File: src/rtl/nand_dq_rd_calib.sv
// nand_dq_rd_calib: sweeps the shared DQ IODELAY, finds the first passing window of the read training pattern, parks at its centre.
// Latency ~SETTLE_CYC+NUM_SAMPLES cycles per tap; rd_valid gaps stretch a tap up to TIMEOUT_CYC. Debug ports: NAND_CALIB_DBG_EN.
module nand_dq_rd_calib #(
  parameter int                   DQ_WIDTH     = 8,
  parameter int                   MAX_TAP      = 63,
  parameter int                   SETTLE_CYC   = 8,
  parameter int                   NUM_SAMPLES  = 16,
  parameter int                   TIMEOUT_CYC  = 1024,
  parameter int                   MIN_WINDOW   = 4,
  parameter logic [DQ_WIDTH-1:0]  PATTERN_RISE = 8'hA5,
  parameter logic [DQ_WIDTH-1:0]  PATTERN_FALL = 8'h5A
) (
  input  logic                v_clk90,
  input  logic                v_rstn90,
  input  logic                calib_start,
  input  logic                rd_valid,
  input  logic [DQ_WIDTH-1:0] v_rd_data_rise,
  input  logic [DQ_WIDTH-1:0] v_rd_data_fall,
  output logic [DQ_WIDTH-1:0] v_dlyinc_dq,
  output logic [DQ_WIDTH-1:0] v_dlyce_dq,
  output logic                v_dq_oe_n,
  output logic                v_dqs_oe_n,
  output logic                calib_busy,
  output logic                calib_done,
  output logic                calib_fail,
  output logic [5:0]          calib_tap
`ifdef NAND_CALIB_DBG_EN
  ,
  output logic [5:0]          dbg_win_first,
  output logic [5:0]          dbg_win_last,
  output logic [2:0]          dbg_state,
  output logic [MAX_TAP:0]    dbg_tap_pass
`endif
);

  localparam int SW = $clog2(SETTLE_CYC + 1);
  localparam int NW = $clog2(NUM_SAMPLES + 1);
  localparam int TW = $clog2(TIMEOUT_CYC + 1);
  localparam logic [5:0] TAP_MAX = 6'(MAX_TAP);

  typedef enum logic [2:0] {
    S_IDLE, S_REWIND, S_STEP, S_SETTLE, S_SAMPLE, S_CENTER, S_DONE, S_FAIL
  } state_t;

  state_t        state;
  logic [5:0]    cur_tap;
  logic [5:0]    target;
  logic [5:0]    win_first;
  logic [5:0]    win_last;
  logic          in_window;
  logic          tap_ok;
  logic          fail_pending;
  logic          dlyce_q;
  logic          dlyinc_q;
  logic [SW-1:0] settle_cnt;
  logic [NW-1:0] sample_cnt;
  logic [TW-1:0] timeout_cnt;

  logic          match;
  logic          pass_now;
  logic          sample_last;
  logic [5:0]    eff_first;
  logic [5:0]    eff_last;
  logic          eff_in_win;
  logic          win_closed;
  logic [6:0]    win_len;
  logic          win_ok;
  logic [5:0]    eff_target;

  assign match       = (v_rd_data_rise == PATTERN_RISE) && (v_rd_data_fall == PATTERN_FALL);
  assign pass_now    = tap_ok && match;
  assign sample_last = rd_valid && (sample_cnt == NW'(NUM_SAMPLES - 1));

  // Window bookkeeping as it will stand once the current tap's verdict is folded in.
  always_comb begin
    eff_first  = win_first;
    eff_last   = win_last;
    eff_in_win = in_window;
    win_closed = 1'b0;
    if (pass_now) begin
      if (!in_window) begin
        eff_first  = cur_tap;
        eff_in_win = 1'b1;
      end
      eff_last = cur_tap;
    end else if (in_window) begin
      win_closed = 1'b1;
    end
  end

  assign win_len    = {1'b0, eff_last} - {1'b0, eff_first} + 7'd1;
  assign win_ok     = eff_in_win && (win_len >= 7'(MIN_WINDOW));
  assign eff_target = 6'(({1'b0, eff_first} + {1'b0, eff_last}) >> 1);

  assign v_dlyce_dq  = {DQ_WIDTH{dlyce_q}};
  assign v_dlyinc_dq = {DQ_WIDTH{dlyinc_q}};
  assign v_dq_oe_n   = 1'b1;
  assign v_dqs_oe_n  = 1'b1;
  assign calib_tap   = cur_tap;

`ifdef NAND_CALIB_DBG_EN
  assign dbg_win_first = win_first;
  assign dbg_win_last  = win_last;
  assign dbg_state     = state;
`endif

  always_ff @(posedge v_clk90 or negedge v_rstn90) begin
    if (!v_rstn90) begin
      state        <= S_IDLE;
      cur_tap      <= '0;
      target       <= '0;
      win_first    <= '0;
      win_last     <= '0;
      in_window    <= 1'b0;
      tap_ok       <= 1'b0;
      fail_pending <= 1'b0;
      dlyce_q      <= 1'b0;
      dlyinc_q     <= 1'b0;
      settle_cnt   <= '0;
      sample_cnt   <= '0;
      timeout_cnt  <= '0;
      calib_busy   <= 1'b0;
      calib_done   <= 1'b0;
      calib_fail   <= 1'b0;
`ifdef NAND_CALIB_DBG_EN
      dbg_tap_pass <= '0;
`endif
    end else begin
      dlyce_q  <= 1'b0;
      dlyinc_q <= 1'b0;
      case (state)
        S_IDLE, S_DONE, S_FAIL: begin
          state <= S_IDLE;
          if (calib_start) begin
            calib_busy   <= 1'b1;
            calib_done   <= 1'b0;
            calib_fail   <= 1'b0;
            fail_pending <= 1'b0;
            in_window    <= 1'b0;
            win_first    <= '0;
            win_last     <= '0;
`ifdef NAND_CALIB_DBG_EN
            dbg_tap_pass <= '0;
`endif
            state <= (cur_tap != 6'd0) ? S_REWIND : S_SETTLE;
          end
        end

        S_REWIND: begin
          if (cur_tap != 6'd0) begin
            dlyce_q <= 1'b1;
            cur_tap <= cur_tap - 6'd1;
          end else if (fail_pending) begin
            calib_busy <= 1'b0;
            calib_fail <= 1'b1;
            state      <= S_FAIL;
          end else begin
            state <= S_SETTLE;
          end
        end

        S_STEP: begin
          state <= S_SETTLE;
        end

        S_SETTLE: begin
          sample_cnt  <= '0;
          timeout_cnt <= '0;
          tap_ok      <= 1'b1;
          settle_cnt  <= settle_cnt + SW'(1);
          if (settle_cnt == SW'(SETTLE_CYC - 1)) begin
            settle_cnt <= '0;
            state      <= S_SAMPLE;
          end
        end

        S_SAMPLE: begin
          timeout_cnt <= timeout_cnt + TW'(1);
          if (rd_valid) begin
            sample_cnt <= sample_cnt + NW'(1);
            if (!match) tap_ok <= 1'b0;
          end
          if (sample_last) begin
            win_first <= eff_first;
            win_last  <= eff_last;
            in_window <= eff_in_win;
`ifdef NAND_CALIB_DBG_EN
            if (pass_now) dbg_tap_pass[cur_tap] <= 1'b1;
`endif
            if (!win_closed && (cur_tap < TAP_MAX)) begin
              // Pulse on entry so the inc is visible while in STEP.
              dlyce_q  <= 1'b1;
              dlyinc_q <= 1'b1;
              cur_tap  <= cur_tap + 6'd1;
              state    <= S_STEP;
            end else if (win_ok) begin
              target <= eff_target;
              state  <= S_CENTER;
            end else begin
              fail_pending <= 1'b1;
              state        <= S_REWIND;
            end
          end else if (timeout_cnt == TW'(TIMEOUT_CYC - 1)) begin
            fail_pending <= 1'b1;
            state        <= S_REWIND;
          end
        end

        S_CENTER: begin
          if (cur_tap != target) begin
            dlyce_q <= 1'b1;
            cur_tap <= cur_tap - 6'd1;
          end else begin
            calib_busy <= 1'b0;
            calib_done <= 1'b1;
            state      <= S_DONE;
          end
        end

        default: state <= S_IDLE;
      endcase
    end
  end

endmodule

File: config.mk
export PLATFORM = sky130hd
export DESIGN_NAME = nand_dq_rd_calib
export DESIGN_NICKNAME = d
export VERILOG_FILES = /design/src/rtl/nand_dq_rd_calib.sv
export SDC_FILE = /design/constraint.sdc
export NUM_CORES = 1
export LEC_CHECK = 0
export BUFFER_PORTS_ARGS = -buffer_cell sky130_fd_sc_hd__buf_2
export CAP_MARGIN = 20
export CORE_MARGIN = 1
export CORE_UTILIZATION = 50
export CTS_CLUSTER_SIZE = 12
export DETAILED_ROUTE_END_ITERATION = 8
export PLACE_DENSITY = 0.79
export SYNTH_ARGS = -nofsm -noshare
export SYNTH_HDL_FRONTEND = slang
export SYNTH_SLANG_ARGS = --single-unit
File: constraint.sdc
create_clock -name v_clk90 -period 4.93 [get_ports v_clk90]
set_input_delay 1.2325 -clock v_clk90 [delete_from_list [all_inputs] [get_ports v_clk90]]
set_output_delay 1.2325 -clock v_clk90 [all_outputs]
set_load 0.01 [all_outputs]
==> impl_metrics.yaml, run 1 <==
route:
  drcViolationCount: 0
  wl_per_cell_um: 14.9
  ant_nets: 0
  vias_per_cell: 5.66
  vias: 2822
  drtIter0Drc: 187
  drtPass1Iterations: 5
  routed_wl_mm: 7.45
cells_and_area:
  nNetsFinal: 449
  finalInstanceArea_um2: 3830
  drive_gt1_frac: 0.194
  syn2layout_area_growth_pct: 7.71
  n_antenna_cell: 0
  fillers: 608
power:
  comb_power_share: 0.379
  p_per_area_nw_per_um2: 400
  switching_share: 0.415
  peakVddDrop_mv: 0.337
  intPower_mw: 0.895
  p_switching_mw: 0.636
  total_power_mw: 1.53
  pwr-share-clk: 0.166
  p_leak_nw: 1.81
  seq_power_share: 0.455
logic_synthesis:
  ys_ff_latch: 55
  syn_area_um2: 3550
  ys.flop_type: "dfrtp_1"
  yosys.area.top_type: "dfrtp_1"
  synth_area_leaders: "dfrtp_1, ha_1, nand2_1, o21ai_0, buf_4"
  yosysWarningCount: 0
  postSynthCellCount: 375
  ys_seq_area_frac: 0.387
  synthArstFlopShare: 1.00
  synth.top_cell.area_share: 0.387
  synth_edf_count: 0
  netlist_top_cells_count: "dfrtp_1, nand2_1, o21ai_0, ha_1, inv_1"
  syn_area_per_cell_um2: 9.47
  synthMostInstantiatedCell: "dfrtp_1"
  synth_cell_types: 60
floorplan:
  core_um2: 6830
  die_h_um: 86.3
  die_w_um: 86.3
  start_util: 0.520
  io_pins: 47
  fp-row-count: 30
  die-area_um2: 7450
global_route:
  use_met2: 0.362
  grt_busiest_layer: "met2"
  grt_pass1_vias: 2729
  overflow: 0
  grt_max_degree: 56
  grt.met3_usage: 0.0314
  track_usage: 0.216
  antenna_found_initial: 0
  grtUsageMet1: 0.292
  grt_pass1_wl_mm: 12.8
critical_path:
  timing.critical_path.arrival_ps: 4710
  endpoint_kind: "flip-flop"
  start_kind: "input pin"
  critical_path_class: "in2reg"
  cp.required_ps: 5110
  crit_path_max_fanout: 13
placed_design:
  placed_area_um2: 3730
  hpwlAfterDp_mm: 5.51
  gp_congestion: 0.875
  io_buffers: 44
timing:
  min_period_ps: 4530
  fin_crit_sh: 0.919
  relSlewSlack: 0.357
  final-hold-violation-count: 0
  skew_ps: 13.2
  fin_setup_tns_ps: 0
  rsz0062_at_grt: "no"
  worst_pin_slew_ps: 957
  drv_slew: 0
  max_freq_ghz: 0.221
  setup_viol: 0
clock_tree:
  clockRootBuffer: "clkbuf_8"
  hold_buffers: 0
  cts_buffers: 5
  clock_latency_ps: 310
  clock-sinks: 55
  postCtsSetupRepairBufs: 0
  clockBufferDepth: 2
  cts.repair.resized: 0
  clk_pin_slew_worst_paths_ps: 100
  cts_max_level: 2
  cts_tree: "yes"
flow_run:
  max_cap_viol_count: 0
outcome:
  status: "finished, final reports clean"
min_path:
  hold_class: "reg2reg"
==> power by group through the flow <==
stage	logic [mW]	registers [mW]	clock network (mW)
after floorplan	0.508	0.634	0
after global placement	0.563	0.699	0
after detailed placement	0.582	0.705	0
after CTS	0.585	0.695	0.261
after global routing	0.657	0.717	0.277
final	0.581	0.697	0.254
==> cells in the final DEF, fill, tap and decap left out, types with 4 or more instances in the layout <==
cell type  count
a21o_1         4
a21oi_1       13
a22o_1         6
a32o_1         6
and3_1         5
buf_2         44
buf_4          5
clkbuf_8       5
dfrtp_1       55
ha_1          24
inv_1         22
mux2_2        11
nand2_1       45
nand3_1       14
nand4_1        4
nor2_1        15
nor3_1        11
o21ai_0       33
or3_1          4
xnor2_1       10
xor2_1         9
==> through the flow <==
step                setup slack [ps]  hold WS (ps)  std cells   util
floorplan                        184           449        376      -
global placement                 311           467        491  0.547
detailed placement               136           475        491  0.547
CTS                              431           500        499  0.560
global route                    77.7           510        499  0.560
finish                           398           497        499  0.560
==> kinds of logic (layout without fill, tap and decap cells) <==
family          after synthesis  in the layout  synth area share
simple gates                117            117             0.166
compound gates               87             87             0.167
other cells                   1              2           0.00106
flops                        55             55             0.387
buf+inv                      53             80            0.0803
xor+xnor                     19             19            0.0468
fa+ha+maj                    28             28             0.105
mux                          15             15            0.0476
==> per-layer routing <==
layer / vias to the layer above / routed length (um)
met2: 99 / 3500
met4: 0 / 115
li1: 1364 / -
met1: 1348 / 3460
met5: - / 0
met3: 11 / 373
==> final timing paths <==
kind	from	end	slack, ps	cells after the start
max	v_rd_data_fall[0]	target[2]	400	15
min	win_first[2]	win_first[2]	500	1
max reg2reg	tap_ok	target[2]	1230	14
min reg2reg	win_first[2]	win_first[2]	500	1
max in group asynchronous	v_rstn90	target[2]	3430	2
min in group asynchronous	v_rstn90	timeout_cnt[4]	1030	2
==> registers in the layout (all words and copies together), names as in the netlist <==
| register | cells |
|---|---|
| timeout_cnt | 11 |
| dlyinc_q | 1 |
| fail_pending | 1 |
| calib_busy | 1 |
| calib_tap | 6 |
| settle_cnt | 4 |
| in_window | 1 |
| dlyce_q | 1 |
| calib_fail | 1 |
| tap_ok | 1 |
| calib_done | 1 |
| win_last | 6 |
| win_first | 6 |
| state | 3 |
| target | 6 |
| sample_cnt | 5 |
==> cell type report <==
| class | instances | area, um2 | share of cell area |
|---|---|---|---|
| repair buffers | 49 | 258 | 0.0674 |
| clock buffers | 5 | 68.8 | 0.0180 |
| multi-input cells | 268 | 1890 | 0.495 |
| well taps | 96 | 120 | 0.0314 |
| inverters | 23 | 86.3 | 0.0226 |
| flip-flops and latches | 55 | 1380 | 0.360 |
| clock inverters | 3 | 22.5 | 0.00589 |
==> critical path, stage by stage <==
cell and delay [ps]:
buf_2 110, nor4bb_1 270, nand3b_1 260, nor3_1 250, buf_4 230, mux2_2 370, ha_1 350, inv_1 100
ha_1 300, a21o_1 150, a21oi_1 160, mux2_2 360, o221ai_1 230, buf_4 210, o21ai_0 110
No activity file was read; power rests on OpenSTA's default activity.
==> run 2: changes to the inputs <==
==> constraint.sdc (replaced) <==
create_clock -name v_clk90 -period 4.93 [get_ports v_clk90]
set_input_delay 0.2465 -clock v_clk90 [delete_from_list [all_inputs] [get_ports v_clk90]]
set_output_delay 0.2465 -clock v_clk90 [all_outputs]
set_load 0.01 [all_outputs]
==> run 2 against run 1 <==
Effect of this change:
- register-to-register slack worse by 510 ps
- sequential share of layout area rose by 0.14 points
- power increased by 0.57%
- via count shrank 1.1%
==> impl_metrics.yaml, run 2 (same netlist as run 1, synthesis figures left out) <==
route:
  dr_wl_met2_mm: 3.52
  vias_per_cell: 5.63
  drtIter0Drc: 256
  drcViolationCount: 0
  vias: 2790
  wl_per_cell_um: 15.0
  ant_nets: 0
  drtPass1Iterations: 4
  routed-wl-met3_um: 379
  topRoutingLayerUsed: "met4"
  m1WireLength_mm: 3.43
  routed_wl_mm: 7.44
clock_tree:
  cts_max_level: 2
  cts_buffers: 5
  cts.repair.resized: 0
  clock-sinks: 55
  postCtsSetupRepairBufs: 0
  clockBufferDepth: 2
  cts_tree: "yes"
  hold_buffers: 0
  clockRootBuffer: "clkbuf_8"
  clock_latency_ps: 310
  clk_pin_slew_worst_paths_ps: 110
critical_path:
  timing.critical_path.arrival_ps: 4400
  r2r_cells: 13
  r2r_end: "state[2]"
  critical_path_class: "reg2reg"
  start_kind: "flip-flop"
  r2r_start: "tap_ok"
  ff2ff_setup_slack_ps: 720
  crit_path_max_fanout: 13
  endpoint_kind: "flip-flop"
  cp.required_ps: 5130
global_route:
  grt_pass1_vias: 2673
  overflow: 0
  track_usage: 0.222
  grt_max_degree: 56
  grt_pass1_wl_mm: 13.1
  antenna_found_initial: 0
timing:
  final-hold-violation-count: 0
  skew_ps: 14.4
  min_period_ps: 4210
  setup_viol: 0
  fin_setup_tns_ps: 0
  drv_slew: 0
  rsz0062_at_grt: "no"
  timing.hold.ws_ps: 47.1
  fin_crit_sh: 0.853
  max_freq_ghz: 0.238
  worst_pin_slew_ps: 876
  relSlewSlack: 0.416
cells_and_area:
  drive_gt1_frac: 0.188
  syn2layout_area_growth_pct: 7.29
  final_cells: 496
  n_antenna_cell: 0
  final_common_cell: "dfrtp_1"
  top_register: "timeout_cnt"
  final_cell_mix: "dfrtp_1, nand2_1, buf_2, o21ai_0, ha_1"
  largest_reg_flops: 11
  nNetsFinal: 446
power:
  intPower_mw: 0.909
  p_per_area_nw_per_um2: 404
  p_leak_nw: 1.79
  seq_power_share: 0.450
  total_power_mw: 1.54
  p_switching_mw: 0.632
  peakVddDrop_mv: 0.346
  switching_share: 0.410
  pwr-share-clk: 0.172
  comb_power_share: 0.378
floorplan:
  die-area_um2: 7450
  start_util: 0.520
  fp-row-count: 30
  die_w_um: 86.3
  die_h_um: 86.3
  core_um2: 6830
  io_pins: 47
placed_design:
  io_buffers: 44
  hpwlAfterDp_mm: 5.45
  gp_congestion: 0.909
  dp.cells: 488
min_path:
  hold_class: "in2async"
flow_run:
  max_cap_viol_count: 0
outcome:
  status: "finished, final reports clean"
==> run 2: cell types whose count changed in the layout (fill, tap and decap cells not counted), sizes merged <==
| cell | before | now |
|---|---|---|
| clkbuf | 5 | 6 |
| clkinv | 3 | 2 |
| clkinvlp | 0 | 1 |
| inv | 23 | 22 |
| buf | 49 | 46 |
==> run 2: final cells by class <==
type                       instances  area, um2
clock buffer                       6       82.6
tap                               96        120
inverter                          23       86.3
sequential                        55       1380
clock inverter                     2       16.3
multi-input combinational        268       1890
fill                             586       3020
timing repair buffer              46        235
==> run 2: power groups by stage <==
stage,combinational (mW),sequential [mW],clock (mW)
2_1_floorplan,0.508,0.634,0
3_3_place_gp,0.565,0.697,0
3_5_place_dp,0.582,0.701,0
4_1_cts,0.584,0.692,0.271
5_1_grt,0.668,0.710,0.290
6_report,0.582,0.693,0.265
==> run 2: critical path: stages, from the launching register on <==
cell and delay [ps]:
dfrtp_1 370, and4b_1 190, nand3_1 200, nor3_1 360, buf_4 260, mux2_2 370, ha_1 320, ha_1 240
fa_1 440, a21oi_1 150, o211ai_1 140, o221ai_1 720, and3_1 270, nor3_1 50
==> run 2: layer usage <==
layer	vias to the layer above	global-route usage
met5	-	0
met4	0	0.0636
met3	10	0.0390
met2	93	0.359
met1	1323	0.308
li1	1364	-
==> run 2: stage by stage <==
| stage | cell area, um2 | utilization | worst slack [ps] |
|---|---|---|---|
| floorplan | 3560 | - | 1170 |
| global placement | 3710 | 0.543 | 749 |
| detailed placement | 3710 | 0.543 | 617 |
| CTS | 3810 | 0.558 | 738 |
| global route | 3810 | 0.558 | 361 |
| finish | 3810 | 0.558 | 722 |
==> run 2: how the worst max path moves through the flow <==
stage / start / end / slack [ps] / cells after the start
after global routing: tap_ok / state[2] / 360 / 13
after detailed placement: v_rd_data_fall[0] / state[2] / 620 / 14
after CTS: tap_ok / state[2] / 740 / 13
after global placement: v_rd_data_fall[0] / state[2] / 750 / 14
final: tap_ok / state[2] / 720 / 13
after floorplan: v_rd_data_fall[0] / target[2] / 1170 / 14
==> run 3: changes to the inputs <==
- PLACE_DENSITY: 0.79 -> 0.8
==> run 3 against run 2 <==
Effect of this change:
- flip-flop and latch count did not move
- largest power group unchanged
- critical path depth grew 1
- fmax about the same
- largest cell class unchanged
==> impl_metrics.yaml, run 3 (same netlist as run 1, synthesis figures left out) <==
floorplan:
  die_h_um: 86.3
  io_pins: 47
  die_w_um: 86.3
  fp-row-count: 30
  die-area_um2: 7450
  core_um2: 6830
  start_util: 0.520
global_route:
  overflow: 0
  grt_pass1_vias: 2701
  track_usage: 0.218
  grt_max_degree: 56
  antenna_found_initial: 0
  grt_pass1_wl_mm: 12.7
cells_and_area:
  final_common_cell: "dfrtp_1"
  postLayoutCoreUtil: 0.561
  fillers: 603
  final_cell_mix: "dfrtp_1, nand2_1, buf_2, o21ai_0, ha_1"
  nNetsFinal: 447
  top_register: "timeout_cnt"
  finalInstanceArea_um2: 3830
  n_antenna_cell: 0
  drive_gt1_frac: 0.187
  largest_reg_flops: 11
  syn2layout_area_growth_pct: 7.85
route:
  vias: 2847
  wl_per_cell_um: 15.1
  ant_nets: 0
  drtIter0Drc: 173
  drtPass1Iterations: 5
  vias_per_cell: 5.73
  drcViolationCount: 0
  routed_wl_mm: 7.50
critical_path:
  cp_slowest_cell: "o221ai_1"
  r2r_start: "tap_ok"
  r2r_end: "state[2]"
  critPathBufInv: 2
  critical-path-max-stage-delay_ps: 670
  timing.critical_path.arrival_ps: 4420
  cp.required_ps: 5130
  ff2ff_setup_slack_ps: 720
  critical_path_class: "reg2reg"
  critPathTopFamily: "compound AO/OA/AOI/OAI gates"
  r2r_cells: 14
  cp_cell_sequence: "and4b_1, nand3_1, nor2_2, buf_4, mux2_2, ha_1, inv_1, ha_1, a21o_1, a21oi_1, mux2_2, o221ai_1, and3_1, nor3_1"
  endpoint_kind: "flip-flop"
  start_kind: "flip-flop"
  crit_path_max_fanout: 13
clock_tree:
  clockBufferDepth: 2
  cts_tree: "yes"
  clk_pin_slew_worst_paths_ps: 100
  cts.repair.resized: 0
  clockRootBuffer: "clkbuf_8"
  hold_buffers: 0
  cts_buffers: 5
  cts_max_level: 2
  clock-sinks: 55
  postCtsSetupRepairBufs: 0
  clock_latency_ps: 320
flow_run:
  max_cap_viol_count: 0
timing:
  fin_setup_tns_ps: 0
  setup_viol: 0
  timing.hold.ws_ps: 37.7
  fin_crit_sh: 0.854
  worst_pin_slew_ps: 954
  rsz0062_at_grt: "no"
  final-hold-violation-count: 0
  skew_ps: 9.49
  min_period_ps: 4210
  relSlewSlack: 0.359
  drv_slew: 0
  max_freq_ghz: 0.237
power:
  p_leak_nw: 1.81
  switching_share: 0.401
  pwr-share-clk: 0.194
  intPower_mw: 0.946
  p_switching_mw: 0.633
  p_per_area_nw_per_um2: 412
  total_power_mw: 1.58
  comb_power_share: 0.366
  seq_power_share: 0.440
  peakVddDrop_mv: 0.347
placed_design:
  hpwlAfterDp_mm: 5.50
  io_buffers: 44
  gp_congestion: 0.902
  placed_area_um2: 3720
outcome:
  status: "finished, final reports clean"
min_path:
  hold_class: "in2async"
-- run 3: worst max path at each step --
stage                            from        end  depth (start not counted)
global route                   tap_ok   state[2]                         14
floorplan           v_rd_data_fall[0]  target[2]                         14
detailed placement  v_rd_data_fall[0]   state[2]                         14
global placement    v_rd_data_fall[0]   state[2]                         15
finish                         tap_ok   state[2]                         14
CTS                            tap_ok   state[2]                         14
-- run 3: final cells by class --
cell class | count | area [um2] | share of cell area
tap | 96 | 120 | 0.0314
inverter | 23 | 86.3 | 0.0225
timing repair buffer | 47 | 243 | 0.0634
clock buffer | 6 | 72.6 | 0.0189
clock inverter | 2 | 38.8 | 0.0101
sequential | 55 | 1380 | 0.359
multi-input combinational | 268 | 1890 | 0.494
-- run 3: power groups by stage --
stage                     combinational (mW)  sequential, mW  clock (mW)
after floorplan                        0.508           0.634           0
after global routing                   0.647           0.713       0.330
after CTS                              0.579           0.693       0.313
final                                  0.578           0.695       0.307
after global placement                 0.558           0.697           0
after detailed placement               0.576           0.703           0
-- run 3: layer usage --
layer	track usage	wire (um)
met2	0.365	3580
met4	0.0758	149
met3	0.0324	318
met5	0	0
met1	0.291	3450
-- run 3: stage by stage --
| step | instances | worst slack [ps] |
|---|---|---|
| final | 497 | 719 |
| after global routing | 497 | 500 |
| after CTS | 497 | 778 |
| after detailed placement | 489 | 641 |
| after global placement | 489 | 913 |
| after floorplan | 376 | 1170 |
